**src/rtl/alu4_sequencer.sv**
```systemverilog
// alu4_sequencer: micro-sequencer that stores a short program of
// {opcode, imm} words and runs it one instruction per clock against a 4-bit
// accumulator, using an external combinational ALU for all arithmetic.
module alu4_sequencer #(
  parameter int DEPTH = 8,
  parameter int AW    = 3
) (
  input  logic          clk,
  input  logic          rst_n,
  input  logic          prog_valid,
  output logic          prog_ready,
  input  logic [7:0]    prog_instr,
  input  logic          prog_clear,
  input  logic          start,
  input  logic [3:0]    acc_init,
  output logic [3:0]    alu_a,
  output logic [3:0]    alu_b,
  output logic [3:0]    alu_opcode,
  input  logic [3:0]    alu_out,
  input  logic          alu_z,
  input  logic          alu_c,
  output logic          busy,
  output logic          done,
  output logic [3:0]    acc,
  output logic [1:0]    flags,
  output logic [AW:0]   prog_count
);

  typedef enum logic [1:0] {
    S_IDLE,
    S_RUN,
    S_DONE
  } state_t;

  localparam logic [AW:0] DEPTH_C = (AW + 1)'(DEPTH);
  localparam logic [AW:0] ONE_C   = (AW + 1)'(1);

  state_t          state;
  logic [7:0]      mem [DEPTH];
  logic [AW-1:0]   pc;
  logic [7:0]      cur_instr;
  logic            in_idle;
  logic            in_run;
  logic            wr_en;
  logic            last_instr;

  assign in_idle    = (state == S_IDLE);
  assign in_run     = (state == S_RUN);
  assign cur_instr  = mem[pc];

  // Loading is only possible while idle, with room left, and when neither of
  // the higher-priority commands (clear, start) is being presented.
  assign prog_ready = in_idle && (prog_count < DEPTH_C) && !start && !prog_clear;
  assign wr_en      = prog_valid && prog_ready;

  // The instruction at pc is the final one of the stored program.
  assign last_instr = ({1'b0, pc} == (prog_count - ONE_C));

  // ALU operand drive: the current instruction only while running, idle-zero otherwise.
  assign alu_a      = acc;
  assign alu_b      = in_run ? cur_instr[3:0] : 4'h0;
  assign alu_opcode = in_run ? cur_instr[7:4] : 4'h0;

  // Program store write port.
  // NOTE: the program memory has no reset; only the fill count is cleared, so
  // stale words are never read and the array can map onto plain RAM/flops.
  always_ff @(posedge clk) begin
    if (wr_en) begin
      mem[prog_count[AW-1:0]] <= prog_instr;
    end
  end

  // Control FSM with registered busy/done, accumulator, flags and counters.
  // NOTE: all state here uses non-blocking assignments so every register
  // samples pre-edge values, independent of statement order.
  always_ff @(posedge clk or negedge rst_n) begin
    if (!rst_n) begin
      state      <= S_IDLE;
      acc        <= 4'h0;
      flags      <= 2'b00;
      prog_count <= '0;
      pc         <= '0;
      done       <= 1'b0;
      busy       <= 1'b0;
    end else begin
      case (state)
        S_IDLE: begin
          if (prog_clear) begin
            prog_count <= '0;
          end else if (start) begin
            acc   <= acc_init;
            flags <= 2'b00;
            pc    <= '0;
            busy  <= 1'b1;
            if (prog_count != '0) begin
              state <= S_RUN;
            end else begin
              state <= S_DONE;
              done  <= 1'b1;
            end
          end else if (wr_en) begin
            prog_count <= prog_count + ONE_C;
          end
        end

        S_RUN: begin
          acc   <= alu_out;
          flags <= {alu_c, alu_z};
          pc    <= pc + 1'b1;
          if (last_instr) begin
            state <= S_DONE;
            done  <= 1'b1;
          end
        end

        S_DONE: begin
          done  <= 1'b0;
          busy  <= 1'b0;
          state <= S_IDLE;
        end

        default: begin
          state <= S_IDLE;
          done  <= 1'b0;
          busy  <= 1'b0;
        end
      endcase
    end
  end

endmodule

```
**config.mk**
```make
export PLATFORM = sky130hd
export DESIGN_NAME = alu4_sequencer
export DESIGN_NICKNAME = d
export VERILOG_FILES = /design/src/rtl/alu4_sequencer.sv
export SDC_FILE = /design/constraint.sdc
export NUM_CORES = 1
export LEC_CHECK = 0
export BUFFER_PORTS_ARGS = -buffer_cell sky130_fd_sc_hd__buf_2
export CAP_MARGIN = 10
export CORE_MARGIN = 10
export CORE_UTILIZATION = 55
export CTS_CLUSTER_DIAMETER = 120
export DETAILED_ROUTE_END_ITERATION = 7
export GPL_TIMING_DRIVEN = 0
export PLACE_DENSITY_LB_ADDON = 0.3
export SLEW_MARGIN = 0
export SYNTH_ARGS = -nofsm -noshare
export SYNTH_HDL_FRONTEND = slang
export SYNTH_SLANG_ARGS = --single-unit
```
**constraint.sdc**
```tcl
create_clock -name clk -period 3 [get_ports clk]
set_input_delay 0.75 -clock clk [delete_from_list [all_inputs] [get_ports clk]]
set_output_delay 0.75 -clock clk [all_outputs]
set_load 0.005 [all_outputs]
```
==> results.md, run 1 <==
- Status: complete, no violations
- Crit path max-delay cell type: dfrtp_1
- Synth area leader: edfxtp_1
- CP dominant cell by count: buf_2
- Power Total: 0.00310 W
- WS Path Type: reg2out
- Die ar.: 0.00987 mm2
- Fill cells: 445
- WL/cell: 19.8 um
- WP data arrival: 2.02 ns
- Initial Util: 57.5%
- Type of origin of the critical path: flip-flop
- Critical Path End Type: output pin
- WP data required: 2.25 ns
- Mean Syn Cell Area: 16.8 um2
- Most common cell in the netlist: edfxtp_1
- Initial drt markers: 108
- Final core utilization: 66.8%
- Commonest cells post-synth: edfxtp_1, dfrtp_1, nor2_1
- Clk_skew: 0.0114 ns
- Multi-input combinational cell area: 987 um2
- Top cell type's share of synthesized area: 55.5%
- CP cell instances: buf_2 -> buf_2 -> mux4_2 -> mux2i_1 -> nor2_1 -> buf_2
- Worst-margin pin slew: 0.918 ns
- Ys Warns: 0
- Slew Viols, Final: 0
- DR vias/cell: 5.61
- Clock Latency Late Sink: 0.35 ns
- Largest net degree at the start of global routing: 18
- CTS Hold Bufs: 0
- Worst relative slew slack: 38.6%
- ANT nets after route: 0
- Net count, final: 294
- Reg2reg start: state[0]$_DFFE_PN0P_
- R2r endpoint: mem[2][6]$_DFFE_PP_
- Number of synthesized flops with an enable pin: 64
- Final Wtd Congestion: 0.758
- Clock transition at the registers of the reported paths: 0.09 ns
- Gr usage total: 14.5%
- Min-Delay Path Class: in2async
- CTS Buf Count: 9
- Non-filler instance count after layout: 348
- Critical path's top delay family: buffers and inverters
- I/O Pins: 48
- Postcts setup bufs: 0
- Antenna cells: 0
- Tmin final: 2.77 ns
- Clock sink total: 81
- DR pass1 iterations: 4
- Row count: 28
- CP peak stage delay: 0.36 ns
- Synthesized cell area: 0.00346 mm2
- Maxcap violations: 0
- Vias: 1951
- Share of cells above drive strength 1: 35.9%
- Core Box Area: 0.00603 mm2
- Fin Hold WS: 0.306 ns
- Top sig layer: met4
- Reg-to-reg slack, setup: 0.61 ns
- VDD IR max: 0.444 mV
- TritonCTS clock tree: yes
- Number of remaining DRC errors: 0
- Vias in the first global route: 2058
- Register Area: 0.00235 mm2
- Number of synthesized register bits: 81
- Power per cell area: 769 mW/mm2
- Die Wd: 99.4 um
- Buffers on Ports: 47
- FFs w/ async S/R, synth: 21.0%
- Post-synth net total: 232
- Root buf cell: clkbuf_8
- Die Ht: 99.4 um
- Area contributors post-synth: edfxtp_1, dfrtp_1, mux4_1
- Max Clock Freq: 361 MHz
- R2R depth: 5
- Post-Route M1 WL: 2840 um
- Finished Cell Area: 0.00402 mm2
- Unrepaired setup endpoints after global routing: false
- CTS Buffer Depth: 2
- Sequential element share of the synthesized area: 67.8%
- Placed Cells: 332
- # setup viols final: 0
- Cell Area, Placed: 0.00383 mm2
- Synth unique cells: 38
- Worst Path Buf+Inv: 3
- Critical Path Fanout Max: 10
- Main flop type after synthesis: edfxtp_1
- Gate Count Post-Synth: 206
- Leak: 1.52 nW
- Post-cts sizing count: 0
- Hpwl dp: 4680 um
- Htree depth: 3
- Total wire length: 6900 um
- Initial antenna violation count: 0
- Wire length on met2: 3380 um
- Met3 WL: 576 um
- Hold Fails Final Rpt: 0
- Global-route wire length before repair: 11100 um
- Synthesis-to-finish area growth: 16.2%
- Total grt overflow: 0
- Final period utilization: 92.3%
cell families (layout without fill, tap and decap cells):
group           count (synthesis)  count (layout)  share of synthesized area (%)
xor+xnor                        3               3                          0.759
flops                          81              81                           67.8
buf+inv                        21              88                           4.05
compound gates                 23              23                           4.48
simple gates                   47              47                           7.12
fa+ha+maj                       3               3                           1.08
mux                            28              28                           14.7
where the power goes:
group	total [W]	internal [W]	switching (W)	leakage, nW
Clock	0.000733	0.000314	0.000419	0.0888
Sequential	0.00137	0.00131	0.0000601	0.795
Combinational	0.000991	0.000495	0.000496	0.636
cell usage in the layout, fill, tap and decap left out, drive strengths merged, types with 2 or more instances in the layout:
cell type | synthesis | final
a22o | 3 | 3
a31oi | 2 | 2
buf | 14 | 65
clkbuf | 1 | 10
clkinv | 0 | 4
clkinvlp | 0 | 2
dfrtp | 17 | 17
edfxtp | 64 | 64
ha | 3 | 3
inv | 6 | 7
mux2i | 12 | 12
mux4 | 16 | 16
nand2 | 12 | 12
nand3 | 4 | 4
nor2 | 15 | 15
nor2b | 4 | 4
nor3 | 5 | 5
nor4 | 2 | 2
o21ai | 11 | 11
xor2 | 3 | 3
state kept, by name, indices dropped and copies added, names as in the netlist:
| register | cells |
|---|---|
| mem | 64 |
| acc | 4 |
| prog_count | 4 |
| pc | 3 |
| flags | 2 |
| state | 2 |
| busy | 1 |
| done | 1 |
how the worst max path moves through the flow:
stage | to | startpoint | cells past startpoint | slack (ns)
after global placement | mem[0][7]$_DFFE_PP_ | start | 4 | -0.45
final | alu_b[1] | pc[1]$_DFFE_PN0P_ | 6 | 0.23
after floorplan | mem[0][0]$_DFFE_PP_ | start | 3 | 0.53
after CTS | alu_opcode[1] | pc[1]$_DFFE_PN0P_ | 6 | 0.23
after global routing | alu_b[3] | pc[1]$_DFFE_PN0P_ | 6 | 0.12
after detailed placement | mem[1][7]$_DFFE_PP_ | start | 5 | 0.31
through the flow:
step           worst slack, ns  setup TNS, ns
6_report                 0.231              0
3_5_place_dp             0.314              0
4_1_cts                  0.230              0
5_1_grt                  0.123              0
3_3_place_gp            -0.450          -3.77
2_1_floorplan            0.533              0
per-layer routing:
| metal | vias to the layer above | GRT usage (%) |
|---|---|---|
| met4 | 0 | 7.72 |
| met5 | - | 0 |
| li1 | 922 | - |
| met2 | 65 | 22.7 |
| met1 | 955 | 17.5 |
| met3 | 9 | 4.64 |
worst register-to-register path: cells and delay by family (launching register included):
family                 cells  cell delay (ns)
buffers and inverters      2             0.43
DFF                        1             0.38
and+or+nand+nor            3             1.29
area by class of cell:
| cell class | instances | share of cell area [%] |
|---|---|---|
| flip-flops and latches | 81 | 58.3 |
| multi-input cells | 104 | 24.5 |
| repair buffers | 51 | 6.59 |
| clock buffers | 9 | 3.08 |
| plain buffers | 15 | 2.92 |
| well taps | 75 | 2.33 |
| clock inverters | 7 | 1.65 |
| inverters | 6 | 0.560 |
Power figures use the tool's default switching activity.
==> run 2, diff against run 1 <==
--- a/config.mk
+++ b/config.mk
@@ -5,6 +5,7 @@
 export SDC_FILE = /design/constraint.sdc
 export NUM_CORES = 1
 export LEC_CHECK = 0
+export ABC_AREA = 1
 export BUFFER_PORTS_ARGS = -buffer_cell sky130_fd_sc_hd__buf_2
 export CAP_MARGIN = 10
 export CORE_MARGIN = 10
==> run 2 against run 1 <==
Effect of this change:
- largest power group unchanged
- synthesized area increased by 2.3%
- worst hold slack improved by 0.0041 ns
- critical path type unchanged
- clock skew decreased by 0.0052 ns
==> results.md, run 2 <==
- Synth area leader: edfxtp_1
- Final core utilization: 64.4% (-2.4 points)
- Number of remaining DRC errors: 0 (unchanged)
- Synthesis-to-finish area growth: 14.8%
- Antenna cells: 0 (unchanged)
- Main flop type after synthesis: edfxtp_1
- Die Wd: 100 um (+0.92%)
- Root buf cell: clkbuf_8
- TritonCTS clock tree: yes
- I/O Pins: 48 (unchanged)
- Initial Util: 56.1% (-1.4 points)
- Met1 Usage GRT: 19.5% (+2.0 points)
- DR vias/cell: 5.48 (-2.3%)
- Min-Delay Path Class: in2async
- DR pass1 iterations: 4 (unchanged)
- Final period utilization: 93.0% (+0.70 points)
- Met3 usage: 4.12% (-0.52 points)
- Sequential element share of the synthesized area: 66.2% (-1.5 points)
- Area contributors post-synth: edfxtp_1, dfrtp_1, nor2_1
- Status: complete, no violations
- Die ar.: 0.0101 mm2 (+1.8%)
- Global-route wire length before repair: 12000 um (+7.8%)
- Sw Ratio: 22.6% (-8.9 points)
- Worst relative slew slack: 43.6% (+5.0 points)
- Type of origin of the critical path: flip-flop
- Gr usage total: 15.2% (+0.71 points)
- Vias in the first global route: 2390 (+16%)
- Max Clock Freq: 358 MHz (-0.75%)
- Unrepaired setup endpoints after global routing: false
- Synthesized cell area: 0.00354 mm2 (+2.3%)
- Total wire length: 7560 um (+9.6%)
- Hold Fails Final Rpt: 0 (unchanged)
- # setup viols final: 0 (unchanged)
- Postcts setup bufs: 0 (unchanged)
- Die Ht: 100 um (+0.92%)
- Reg power frac: 61.0% (+17 points)
- Gate Count Post-Synth: 300 (+46%)
- Gr busiest metal: met2
- Power per cell area: 490 mW/mm2 (-36%)
- Post-cts sizing count: 0 (unchanged)
- Row count: 29 (+3.6%)
- Synth unique cells: 33 (-13%)
- Net count, final: 385 (+31%)
- Leak: 1.64 nW (+7.6%)
- CTS Hold Bufs: 0 (unchanged)
- Buffers on Ports: 47 (unchanged)
- P_sw: 0.000451 W (-54%)
- Clock share of power: 36.6% (+13 points)
- Met2 Usage GRT: 23.9% (+1.1 points)
- Mean Syn Cell Area: 11.8 um2 (-30%)
- Worst-margin pin slew: 0.843 ns (-0.0747 ns)
- Commonest non-fill, non-tap cell in the layout: edfxtp_1
- Tmin final: 2.79 ns (+0.0209 ns)
- Fin Hold WS: 0.310 ns (+0.00407 ns)
- Clock sink total: 81 (unchanged)
- Initial antenna violation count: 0 (unchanged)
- ANT nets after route: 0 (unchanged)
- Most frequent cells in the layout: edfxtp_1, buf_2, nor2_1
- FFs w/ async S/R, synth: 21.0% (unchanged)
- WP data required: 2.25 ns (about the same)
- Ys Warns: 0 (unchanged)
- Most common cell in the netlist: edfxtp_1
- Vias: 2416 (+24%)
- Critical Path Fanout Max: 10 (unchanged)
- CTS Buffer Depth: 2 (unchanged)
- Final Wtd Congestion: 0.803 (+5.9%)
- Largest net degree at the start of global routing: 18 (unchanged)
- Initial drt markers: 219 (+100%)
- Clk_skew: 0.00619 ns (-0.00523 ns)
- Critical Path End Type: output pin
- Clock transition at the registers of the reported paths: 0.09 ns (about the same)
- Number of flip-flops in the largest register: 64 (unchanged)
- Combinational group share of total power: 2.4% (-30 points)
- Core Box Area: 0.00631 mm2 (+4.8%)
- CP Launch Point: pc[1]$_DFFE_PN0P_
- Share of cells above drive strength 1: 29.1% (-6.8 points)
- Total grt overflow: 0 (unchanged)
- Hpwl dp: 5300 um (+13%)
- Slew Viols, Final: 0 (unchanged)
- WS Path Type: reg2out
- WP data arrival: 2.04 ns (+0.02 ns)
- Clock Latency Late Sink: 0.35 ns (about the same)
- Htree depth: 3 (unchanged)
- WL/cell: 17.1 um (-13%)
- Int Pwr: 0.00154 W (-27%)
- Maxcap violations: 0 (unchanged)
- Fill cells: 500 (+12%)
- Post-synth net total: 326 (+41%)
- Number of synthesized register bits: 81 (unchanged)
- Reg2reg start: state[1]$_DFFE_PN0P_
- Number of synthesized flops with an enable pin: 64 (unchanged)
- CTS Buf Count: 9 (unchanged)
- VDD IR max: 0.392 mV (-12%)
- Top cell type's share of synthesized area: 54.2% (-1.3 points)
- Commonest cells post-synth: edfxtp_1, nor2_1, o21ai_0
==> run 2: cell count changes after synthesis, moves of 4 or more <==
cell,previous run,this run
mux4_2,8,0
nor2b_1,4,0
mux2i_1,12,8
nor3_2,0,6
mux4_1,8,0
o22ai_1,1,9
nor3_1,5,1
buf_2,5,10
nand2_4,0,6
nor2_1,14,57
nand2_1,12,26
o21ai_0,9,40
inv_2,0,4
==> run 2: final timing paths <==
check | end | slack, ns | cells after the start
setup / recovery | alu_opcode[1] | 0.21 | 7
hold / removal | prog_count[3]$_DFFE_PN0P_ | 0.31 | 1
setup reg to reg | mem[5][7]$_DFFE_PP_ | 0.90 | 7
hold reg to reg | busy$_DFFE_PN0P_ | 0.49 | 2
max in group asynchronous | pc[1]$_DFFE_PN0P_ | 2.40 | 1
min in group clk | busy$_DFFE_PN0P_ | 0.49 | 2
==> run 2: through the flow <==
stage | instance area (um2) | total power, W | setup TNS (ns) | setup slack (ns) | std cells
floorplan | 3540 | 0.00125 | 0 | 0.597 | 300
global placement | 3870 | 0.00129 | -1.01 | -0.127 | 424
detailed placement | 3890 | 0.00129 | 0 | 0.606 | 425
CTS | 4070 | 0.00200 | 0 | 0.218 | 441
global route | 4070 | 0.00205 | 0 | 0.00343 | 441
finish | 4070 | 0.00199 | 0 | 0.210 | 441
==> run 2: metal layers <==
metal  wire length, um  part of all wire, %
met1              3360                   44
met2              3620                   48
met3               480                  6.3
met4               104                  1.4
met5                 0                    0
==> run 2: logic make-up (layout without fill, tap and decap cells) <==
logic type                 count (synthesis)  count (layout)  share of synthesized area (%)
xor gates and xnor gates                   3               3                          0.742
muxes                                      8               8                           2.26
AOI/OAI and AO/OA                         64              64                           10.1
DFF                                       81              81                           66.2
and+or+nand+nor                          109             109                           15.0
buffers and inverters                     32              96                           4.59
adders and majority gates                  3               3                           1.06
==> run 2: final cells by class <==
class	instances	area [um2]	share of cell area (%)
flip-flops and latches	81	2350	57.7
multi-input cells	187	1040	25.6
repair buffers	48	243	5.97
clock buffers	9	124	3.05
plain buffers	18	108	2.65
well taps	77	96.3	2.37
clock inverters	7	55.1	1.35
inverters	14	55.1	1.35
==> run 2: critical path, stage by stage, from the launching register on <==
cell and delay, ns:
dfrtp_1 0.36, buf_2 0.19, clkbuf_1 0.41, o21ai_0 0.18, o21ai_1 0.15, o21ai_0 0.09, nor2_1 0.17, buf_2 0.14
==> run 2: power groups by stage <==
stage	Combinational (W)	Sequential [W]	Clock [W]
5_1_grt	0.0000532	0.00122	0.000782
6_report	0.0000478	0.00122	0.000730
3_5_place_dp	0.0000482	0.00124	0
4_1_cts	0.0000484	0.00122	0.000738
3_3_place_gp	0.0000462	0.00124	0
2_1_floorplan	0.00000899	0.00124	0
